## config.mk

```make
export PLATFORM = sky130hd
export DESIGN_NAME = onehot_rr_arbiter_flat
export DESIGN_NICKNAME = d
export VERILOG_FILES = /design/src/rtl/onehot_rr_arbiter_if.sv /design/src/rtl/onehot_rr_arbiter.sv /design/src/flat_wrapper.sv
export SDC_FILE = /design/constraint.sdc
export NUM_CORES = 1
export LEC_CHECK = 0
export CAP_MARGIN = 20
export CORE_ASPECT_RATIO = 1.75
export CORE_MARGIN = 5
export CORE_UTILIZATION = 48
export DETAILED_ROUTE_END_ITERATION = 6
export GPL_ROUTABILITY_DRIVEN = 0
export HOLD_SLACK_MARGIN = 0.1
export PLACE_DENSITY = 0.72
export SLEW_MARGIN = 20
export SYNTH_ARGS = -nofsm -noshare
export SYNTH_HDL_FRONTEND = slang
export SYNTH_SLANG_ARGS = --single-unit
```

## constraint.sdc

```tcl
create_clock -name clk -period 2.58 [get_ports clk]
set_clock_uncertainty 0.05 [all_clocks]
set_input_delay 0.516 -clock clk [delete_from_list [all_inputs] [get_ports clk]]
set_output_delay 0.516 -clock clk [all_outputs]
set_load 0.03 [all_outputs]
```

## src/rtl/onehot_rr_arbiter_if.sv

```systemverilog
// Request/grant bundle between requesters and the one-hot round-robin arbiter.
// master = requester side, slave = arbiter side.
interface onehot_rr_arbiter_if #(
  parameter int N = 4
);
  logic [N-1:0] req;
  logic [N-1:0] grant;
  logic         grant_valid;
  logic [N-1:0] prio_ptr;
  logic [2:0]   fsm_state;
  logic         preempt;

  modport master (
    output req,
    input  grant,
    input  grant_valid,
    input  prio_ptr,
    input  fsm_state,
    input  preempt
  );

  modport slave (
    input  req,
    output grant,
    output grant_valid,
    output prio_ptr,
    output fsm_state,
    output preempt
  );
endinterface

```

## src/rtl/onehot_rr_arbiter.sv

```systemverilog
// Round-robin arbiter with one-hot grant and pointer, per-tenure hold limit and
// a mandatory one-cycle gap between tenures. All outputs are registered.
module onehot_rr_arbiter #(
  parameter int N        = 4,
  parameter int MAX_HOLD = 8
) (
  input  logic                 clk,
  input  logic                 reset,
  onehot_rr_arbiter_if.slave   bus
);

  localparam int CW = $clog2(MAX_HOLD + 1);

  typedef enum logic [2:0] {
    ST_IDLE = 3'b001,
    ST_BUSY = 3'b010,
    ST_GAP  = 3'b100
  } state_e;

  state_e        state_q, state_d;
  logic [N-1:0]  grant_q, grant_d;
  logic [N-1:0]  ptr_q, ptr_d;
  logic [CW-1:0] cnt_q, cnt_d;
  logic          preempt_q, preempt_d;
  logic          grant_valid_q;

  // First set request at or above the pointer bit, wrapping N-1 -> 0.
  function automatic logic [N-1:0] rr_pick(input logic [N-1:0] r, input logic [N-1:0] p);
    logic [N-1:0] g;
    logic         found;
    int           base;
    int           idx;
    g     = '0;
    found = 1'b0;
    base  = 0;
    for (int i = 0; i < N; i++) begin
      if (p[i]) begin
        base = i;
      end else begin
        base = base;
      end
    end
    for (int k = 0; k < N; k++) begin
      idx = base + k;
      if (idx >= N) begin
        idx = idx - N;
      end else begin
        idx = idx;
      end
      if (!found && r[idx]) begin
        g[idx] = 1'b1;
        found  = 1'b1;
      end else begin
        found  = found;
      end
    end
    return g;
  endfunction

  // Next pointer: one position above the released grant bit.
  function automatic logic [N-1:0] rotate_up(input logic [N-1:0] g);
    return {g[N-2:0], g[N-1]};
  endfunction

  // Next-state, grant, pointer and hold-counter decode.
  always_comb begin
    state_d   = state_q;
    grant_d   = grant_q;
    ptr_d     = ptr_q;
    cnt_d     = cnt_q;
    preempt_d = 1'b0;
    case (state_q)
      ST_IDLE: begin
        if (|bus.req) begin
          grant_d = rr_pick(bus.req, ptr_q);
          state_d = ST_BUSY;
          cnt_d   = CW'(1);
        end else begin
          grant_d = '0;
        end
      end
      ST_BUSY: begin
        if ((bus.req & grant_q) == '0) begin
          grant_d = '0;
          ptr_d   = rotate_up(grant_q);
          cnt_d   = '0;
          state_d = ST_GAP;
        end else if (cnt_q >= CW'(MAX_HOLD)) begin
          grant_d   = '0;
          ptr_d     = rotate_up(grant_q);
          cnt_d     = '0;
          state_d   = ST_GAP;
          preempt_d = 1'b1;
        end else begin
          cnt_d = cnt_q + CW'(1);
        end
      end
      ST_GAP: begin
        grant_d = '0;
        state_d = ST_IDLE;
      end
      default: begin
        // Illegal encoding: recover to a clean idle with the reset pointer.
        grant_d = '0;
        ptr_d   = {{(N-1){1'b0}}, 1'b1};
        cnt_d   = '0;
        state_d = ST_IDLE;
      end
    endcase
  end

  // State and output registers, cleared asynchronously by reset.
  always_ff @(posedge clk or posedge reset) begin
    if (reset) begin
      state_q       <= ST_IDLE;
      grant_q       <= '0;
      ptr_q         <= {{(N-1){1'b0}}, 1'b1};
      cnt_q         <= '0;
      preempt_q     <= 1'b0;
      grant_valid_q <= 1'b0;
    end else begin
      state_q       <= state_d;
      grant_q       <= grant_d;
      ptr_q         <= ptr_d;
      cnt_q         <= cnt_d;
      preempt_q     <= preempt_d;
      grant_valid_q <= |grant_d;
    end
  end

  assign bus.grant       = grant_q;
  assign bus.grant_valid = grant_valid_q;
  assign bus.prio_ptr    = ptr_q;
  assign bus.fsm_state   = state_q;
  assign bus.preempt     = preempt_q;

endmodule

```

## src/flat_wrapper.sv

```systemverilog
// flat-port wrapper written by rule: the top's interface ports become plain ports
module onehot_rr_arbiter_flat 
#(
  parameter int N        = 4,
  parameter int MAX_HOLD = 8
)
  (clk, reset, bus_req, bus_grant, bus_grant_valid, bus_prio_ptr, bus_fsm_state, bus_preempt);
  onehot_rr_arbiter_if #(.N(N)) bus_i ();
  input  logic clk;
  input  logic reset;
  input wire logic [$bits(bus_i.req)-1:0] bus_req;
  output wire logic [$bits(bus_i.grant)-1:0] bus_grant;
  output wire logic [$bits(bus_i.grant_valid)-1:0] bus_grant_valid;
  output wire logic [$bits(bus_i.prio_ptr)-1:0] bus_prio_ptr;
  output wire logic [$bits(bus_i.fsm_state)-1:0] bus_fsm_state;
  output wire logic [$bits(bus_i.preempt)-1:0] bus_preempt;
  assign bus_i.req = bus_req;
  assign bus_grant = bus_i.grant;
  assign bus_grant_valid = bus_i.grant_valid;
  assign bus_prio_ptr = bus_i.prio_ptr;
  assign bus_fsm_state = bus_i.fsm_state;
  assign bus_preempt = bus_i.preempt;
  onehot_rr_arbiter #(.N(N), .MAX_HOLD(MAX_HOLD)) u_core (.clk(clk), .reset(reset), .bus(bus_i));
endmodule
```

After elaboration in Yosys (flattened, before gate mapping)
Index checks and enable logic that the tools add are counted.
W data, S select, Z words.
{"block": "totals", "wordCells": 129, "out_inout_bits": 13, "input_bits": 6, "ff_bits": 17}
{"block": "classes", "bitwise": 6, "reduce_logical": 17, "eq_ne": 5, "n_lt_le_gt_ge": 13, "mux": 74, "addsub": 8}
{"cell": "$mux W32", "n": 14}
{"cell": "$ge A32 B1 Y1 const B", "n": 4}
{"cell": "$ge A32 B4 Y1 const B", "n": 4}
{"cell": "$lt A32 B4 Y1 const B", "n": 4}
{"cell": "$sub A32 B4 Y32 const B", "n": 4}
{"cell": "$mux W4", "n": 18}
{"cell": "$add A32 B3 Y32 const B", "n": 2}
{"cell": "$add A32 B2 Y32 const B", "n": 1}
{"cell": "$mux W1", "n": 25}
{"cell": "$pmux W4 S2", "n": 2}
{"cell": "$or A4 B4 Y4", "n": 3}
{"cell": "$pmux W4 S3", "n": 1}
{"cell": "$mux W3", "n": 3}
{"cell": "$bmux W1 S2", "n": 4}
{"cell": "$demux W1 S2", "n": 4}
{"cell": "$reduce_or A4 Y1", "n": 2}
{"cell": "$logic_and A1 B1 Y1", "n": 7}
{"cell": "$pmux W3 S2", "n": 1}
{"cell": "$reduce_and A2 Y1", "n": 3}
{"cell": "$add A4 B1 Y4 const B", "n": 1}
{"cell": "$and A4 B4 Y4", "n": 1}
{"cell": "$ge A4 B4 Y1 const B", "n": 1}
{"cell": "$logic_not A4 Y1", "n": 1}
{"cell": "$mux W2", "n": 2}
{"cell": "other kinds (8)", "n": 11}

Logic depth before layout (Yosys ltp)
{"block": "logic_depth", "word_depth": 31, "depth_mapped": 10, "mapped_depth_nobuf": 10}

Worst setup path after synthesis
No wires, ideal clock.
{"block": "synth_timing", "path_type": "flip-flop to flip-flop", "start": "register u_core.ptr_q[1] (netlist: u_core.bus.prio_ptr[1])", "end": "register u_core.grant_valid_q (netlist: u_core.bus.grant_valid)", "synth_period_minus_slack_ns": 2.932, "stages_incl_launch_ff": 11, "setup_slack_ns": -0.352, "setup_time_ns": 0.138, "t_required_ns": 2.392, "path_buffers": 0, "arrival_ns": 2.744, "cell_sequence": "dfrtp_1 > nor2b_4 > nor2_2 > inv_1 > ha_1 > and3b_1 > o211ai_1 > o211ai_1 > a31o_2 > a221o_1 > or4_1"}
{"block": "synth_via", "elab_chain_cells": 31, "elab_cells_between_ends": 91, "classes_between": "add/sub (7); order compare (12); mux (58); bitwise (3); reduce/logical (11)"}
{"item": "start, declared", "line_no": "onehot_rr_arbiter.sv:22", "text": "logic [N-1:0] ptr_q, ptr_d;"}
{"item": "start signal, assigned", "line_no": "onehot_rr_arbiter.sv:117", "text": "ptr_q <= {{(N-1){1'b0}}, 1'b1};"}
{"item": "start signal, assigned", "line_no": "onehot_rr_arbiter.sv:124", "text": "ptr_q <= ptr_d;"}
{"item": "$mux W1 *", "line_no": "onehot_rr_arbiter.sv:37", "text": "if (p[i]) begin"}
{"item": "$mux W2 * (2 in series)", "line_no": "onehot_rr_arbiter.sv:37"}
{"item": "$mux W32 *", "line_no": "onehot_rr_arbiter.sv:74", "text": "if (|bus.req) begin"}
{"item": "$mux W32 *", "line_no": "onehot_rr_arbiter.sv:72", "text": "case (state_q)"}
{"item": "parallel branches: the longest is 22 deep, another holds $add A32 B2 Y32"}
{"item": "$mux W4 *", "line_no": "onehot_rr_arbiter.sv:50", "text": "if (!found && r[idx]) begin"}
{"item": "$mux W4 *", "line_no": "onehot_rr_arbiter.sv:74"}
{"item": "$pmux W4 S2 *", "line_no": "onehot_rr_arbiter.sv:72"}
{"item": "net u_core.grant_d[3]", "line_no": "onehot_rr_arbiter.sv:21", "text": "logic [N-1:0] grant_q, grant_d;"}
{"item": "$reduce_or A4 Y1 *", "line_no": "onehot_rr_arbiter.sv:127", "text": "grant_valid_q <= |grant_d;"}
{"item": "end signal, assigned", "line_no": "onehot_rr_arbiter.sv:127"}
{"item": "end, declared", "line_no": "onehot_rr_arbiter.sv:25", "text": "logic grant_valid_q;"}
Mark *: on every way through the listed nets, which the timed path passes. The select of a mux whose other input is x is not followed.
A chain may end at the register's enable or synchronous reset.

Worst setup path in the final report
Same ends and word-level chain as after synthesis.

==> run summary <==
NetSw: 665 uW
area grow syn2layout: 32.9%
HPWL after detailed placement: 2540 um
Root Buffer: clkbuf_8
internal power: 881 uW
# port buffers: 18
final period utilization: 104%
worst skew pair latency: 0.25 ns
via count: 1157
FFs w/ async S/R, synth: 100%
critical path arrival: 2.76 ns
Starting Density: 50.1%
maximum VDD drop: 425 uV
cts bufs inserted: 3
gr usage total: 18.3%
Slew Limit Fails: 0
diode count: 0
antenna violations before repair: 0
die area: 0.00376 mm^2
antenna-violating nets left: 0
synthesis-stage register bit count: 17
starting DRC count in detailed routing: 17
vias per inst: 6.15
drt pass-1 iters: 4
final setup fails: 2
I/O pin cnt: 19
vias in the first global route: 1166
global route overflow: 0
Worst Reg-to-Reg Cells: 11
Hold Path Cell Cnt: 1
Lkg Pwr: 0.000745 uW
Worst setup EP type: register
Reg power frac: 27.9%
synthesized area: 0.00125 mm^2
Die Span X: 48.5 um
wire length per cell: 17.6 um
ys flop type: dfrtp_1
Final WS setup: -0.104 ns
Max clock buf depth: 2
Slew headroom: 59.0%
Worst-path clk slew: 0.06 ns
core area: 0.00249 mm^2
dpl cells: 180
Max Fanout on Critical Path: 5
filler instances: 210
Sink Count: 17
largest net degree at the start of global routing: 18
number of synthesized flops with an enable pin: 0
Final Total Pwr: 1550 uW
number of different library cells in the post-synthesis netlist: 54
share of cells above drive strength 1: 28.4%
Max Clk Rate: 0.373 GHz
Gate Count Post-Synth: 126
first-pass GRT wire length: 5460 um
max_cap viols: 0
status: complete, but fails checks
combinational share of power: 59.2%
Syn Nets: 141
HP Class: reg -> reg
cell row count: 24
H-tree depth: 1
Non-Filler Instances: 188
post-synthesis sequential area ratio: 34.3%
final hold violation count: 0
failing checks: setup timing
Yosys warning total: 0
CTS tree: done
Critical Path Start Type: register
drt total wl: 3310 um
CTS Hold Bufs: 0
RSZ-0062 raised after global routing: yes
Clock power frac: 12.8%
Final min period: 2.68 ns
syn_area_per_cell: 9.90 um^2
Die Ht: 77.4 um
DRC violation count after routing: 0
P per Cell Area: 933 mW/mm^2
Nets: 178
Worst-Margin Slew: 0.614 ns
Req. time, crit path: 2.65 ns
WS Path Type: reg -> reg
switch share: 43.0%
final cells by class:
type | instances | area, um^2 | share of cell area (%)
Tap cell | 26 | 32.5 | 1.96
Inverter | 8 | 30.0 | 1.81
Timing Repair Buffer | 39 | 333 | 20.1
Clock buffer | 4 | 45.0 | 2.72
Multi-Input combinational cell | 94 | 786 | 47.4
Sequential cell | 17 | 432 | 26.0
critical path, cell delays in order, from the launching register on:
cell and delay, ns:
dfrtp_2 0.40, nor2b_4 0.14, nor2_4 0.10, inv_2 0.06, ha_4 0.26, and3b_1 0.16, o211ai_1 0.10, o211ai_1 0.12
buf_4 0.17, and3_1 0.18, a211o_2 0.31, or4_1 0.50
logic make-up (layout without fill, tap and decap cells):
kind of cell / after synthesis / in the layout / share of synthesized area [%]
flops: 17 / 17 / 34.3
compound gates: 37 / 37 / 23.0
fa+ha+maj: 9 / 9 / 9.03
mux: 3 / 3 / 4.71
simple gates: 44 / 44 / 22.6
xor+xnor: 1 / 1 / 0.702
buf+inv: 15 / 51 / 5.72
layer usage:
layer  GRT usage [%]  share of wire (%)  vias to the layer above
li1                -                  -                      545
met2            36.5                 59                       30
met3            2.49                3.3                        6
met4            9.70                2.8                        0
met1            16.9                 35                      576
met5               0                  0                        -
layout by cell type (no fill, tap or decap), drive strengths merged, types with 2 or more instances in the layout:
cell type      instances
a211o                  2
a211oi                 2
a21oi                  3
a221o                  4
a22oi                  4
a32o                   2
and2                   3
and3                   4
buf                   21
clkbuf                 4
clkdlybuf4s50         14
dfrtp                 15
dfstp                  2
dlygate4sd2            4
ha                     9
inv                    8
mux4                   2
nand2                  5
nand2b                 5
nor2                   8
nor2b                  3
nor3b                  3
nor4                   2
o211ai                 2
o21ai                  8
or2                    3
or3b                   2
registers in the layout, summed over array words and instances (netlist names):
register                flops
u_core.bus.fsm_state        3
u_core.bus.grant            4
u_core.bus.grant_valid      1
u_core.bus.preempt          1
u_core.bus.prio_ptr         4
u_core.cnt_q                4
synthesized netlist by cell type (all sizes together), types with 2 or more instances:
cell type  instances  share of area [%]
dfrtp             15                 30
nor3b              3                1.8
or2                3                1.5
inv                8                2.4
nor2b              3                2.1
or3b               2                1.4
a211o              2                1.5
a21oi              3                1.2
a211oi             2                1.2
and2               3                1.5
o21ai              8                3.2
nor2               8                2.6
ha                 9                9.0
nand2              5                1.5
clkbuf             2               0.60
a22oi              4                2.4
dfstp              2                4.2
a221o              4                3.3
buf                5                2.7
and3               4                2.4
o211ai             2                1.2
nand2b             5                2.5
mux4               2                3.9
nor4               2                1.5
a32o               2                1.6
per-stage QoR:
step | hold slack, ns | area (um^2) | utilization [%] | setup slack (ns) | setup TNS [ns]
finish | 0.470 | 1660 | 66.5 | -0.104 | -0.130
global route | 0.484 | 1660 | 66.5 | -0.198 | -0.457
CTS | 0.468 | 1650 | 66.2 | -0.0794 | -0.0910
detailed placement | 0.456 | 1570 | 63.0 | -0.444 | -1.78
global placement | 0.441 | 1570 | 63.0 | -0.397 | -1.52
floorplan | 0.390 | 1270 | - | -0.0887 | -0.0887
repair_timing:
item                                   CTS  global route
pin swaps                                5             1
cloned                                   0             0
buffers inserted                         4             0
endpoints found under the hold margin    0             0
resized for setup                        5             1
setup endpoints to repair                5             5
power groups by stage:
stage          registers [uW]  logic, uW  clock network [uW]
2_1_floorplan             535        465                   0
3_5_place_dp              437        884                   0
5_1_grt                   446        990                 215
6_report                  432        916                 198
4_1_cts                   432        906                 196
3_3_place_gp              435        864                   0
final timing paths:
check / from / to / slack [ns]
max reg2reg: u_core.bus.prio_ptr[1] / u_core.bus.grant_valid / -0.10
min in group asynchronous: reset / u_core.bus.preempt / 0.59
min: u_core.cnt_q[2] / u_core.cnt_q[2] / 0.47
min reg2reg: u_core.cnt_q[2] / u_core.cnt_q[2] / 0.47
max: u_core.bus.prio_ptr[1] / u_core.bus.grant_valid / -0.10
max in group asynchronous: reset / u_core.bus.prio_ptr[3] / 1.46
Power figures use the tool's default switching activity.
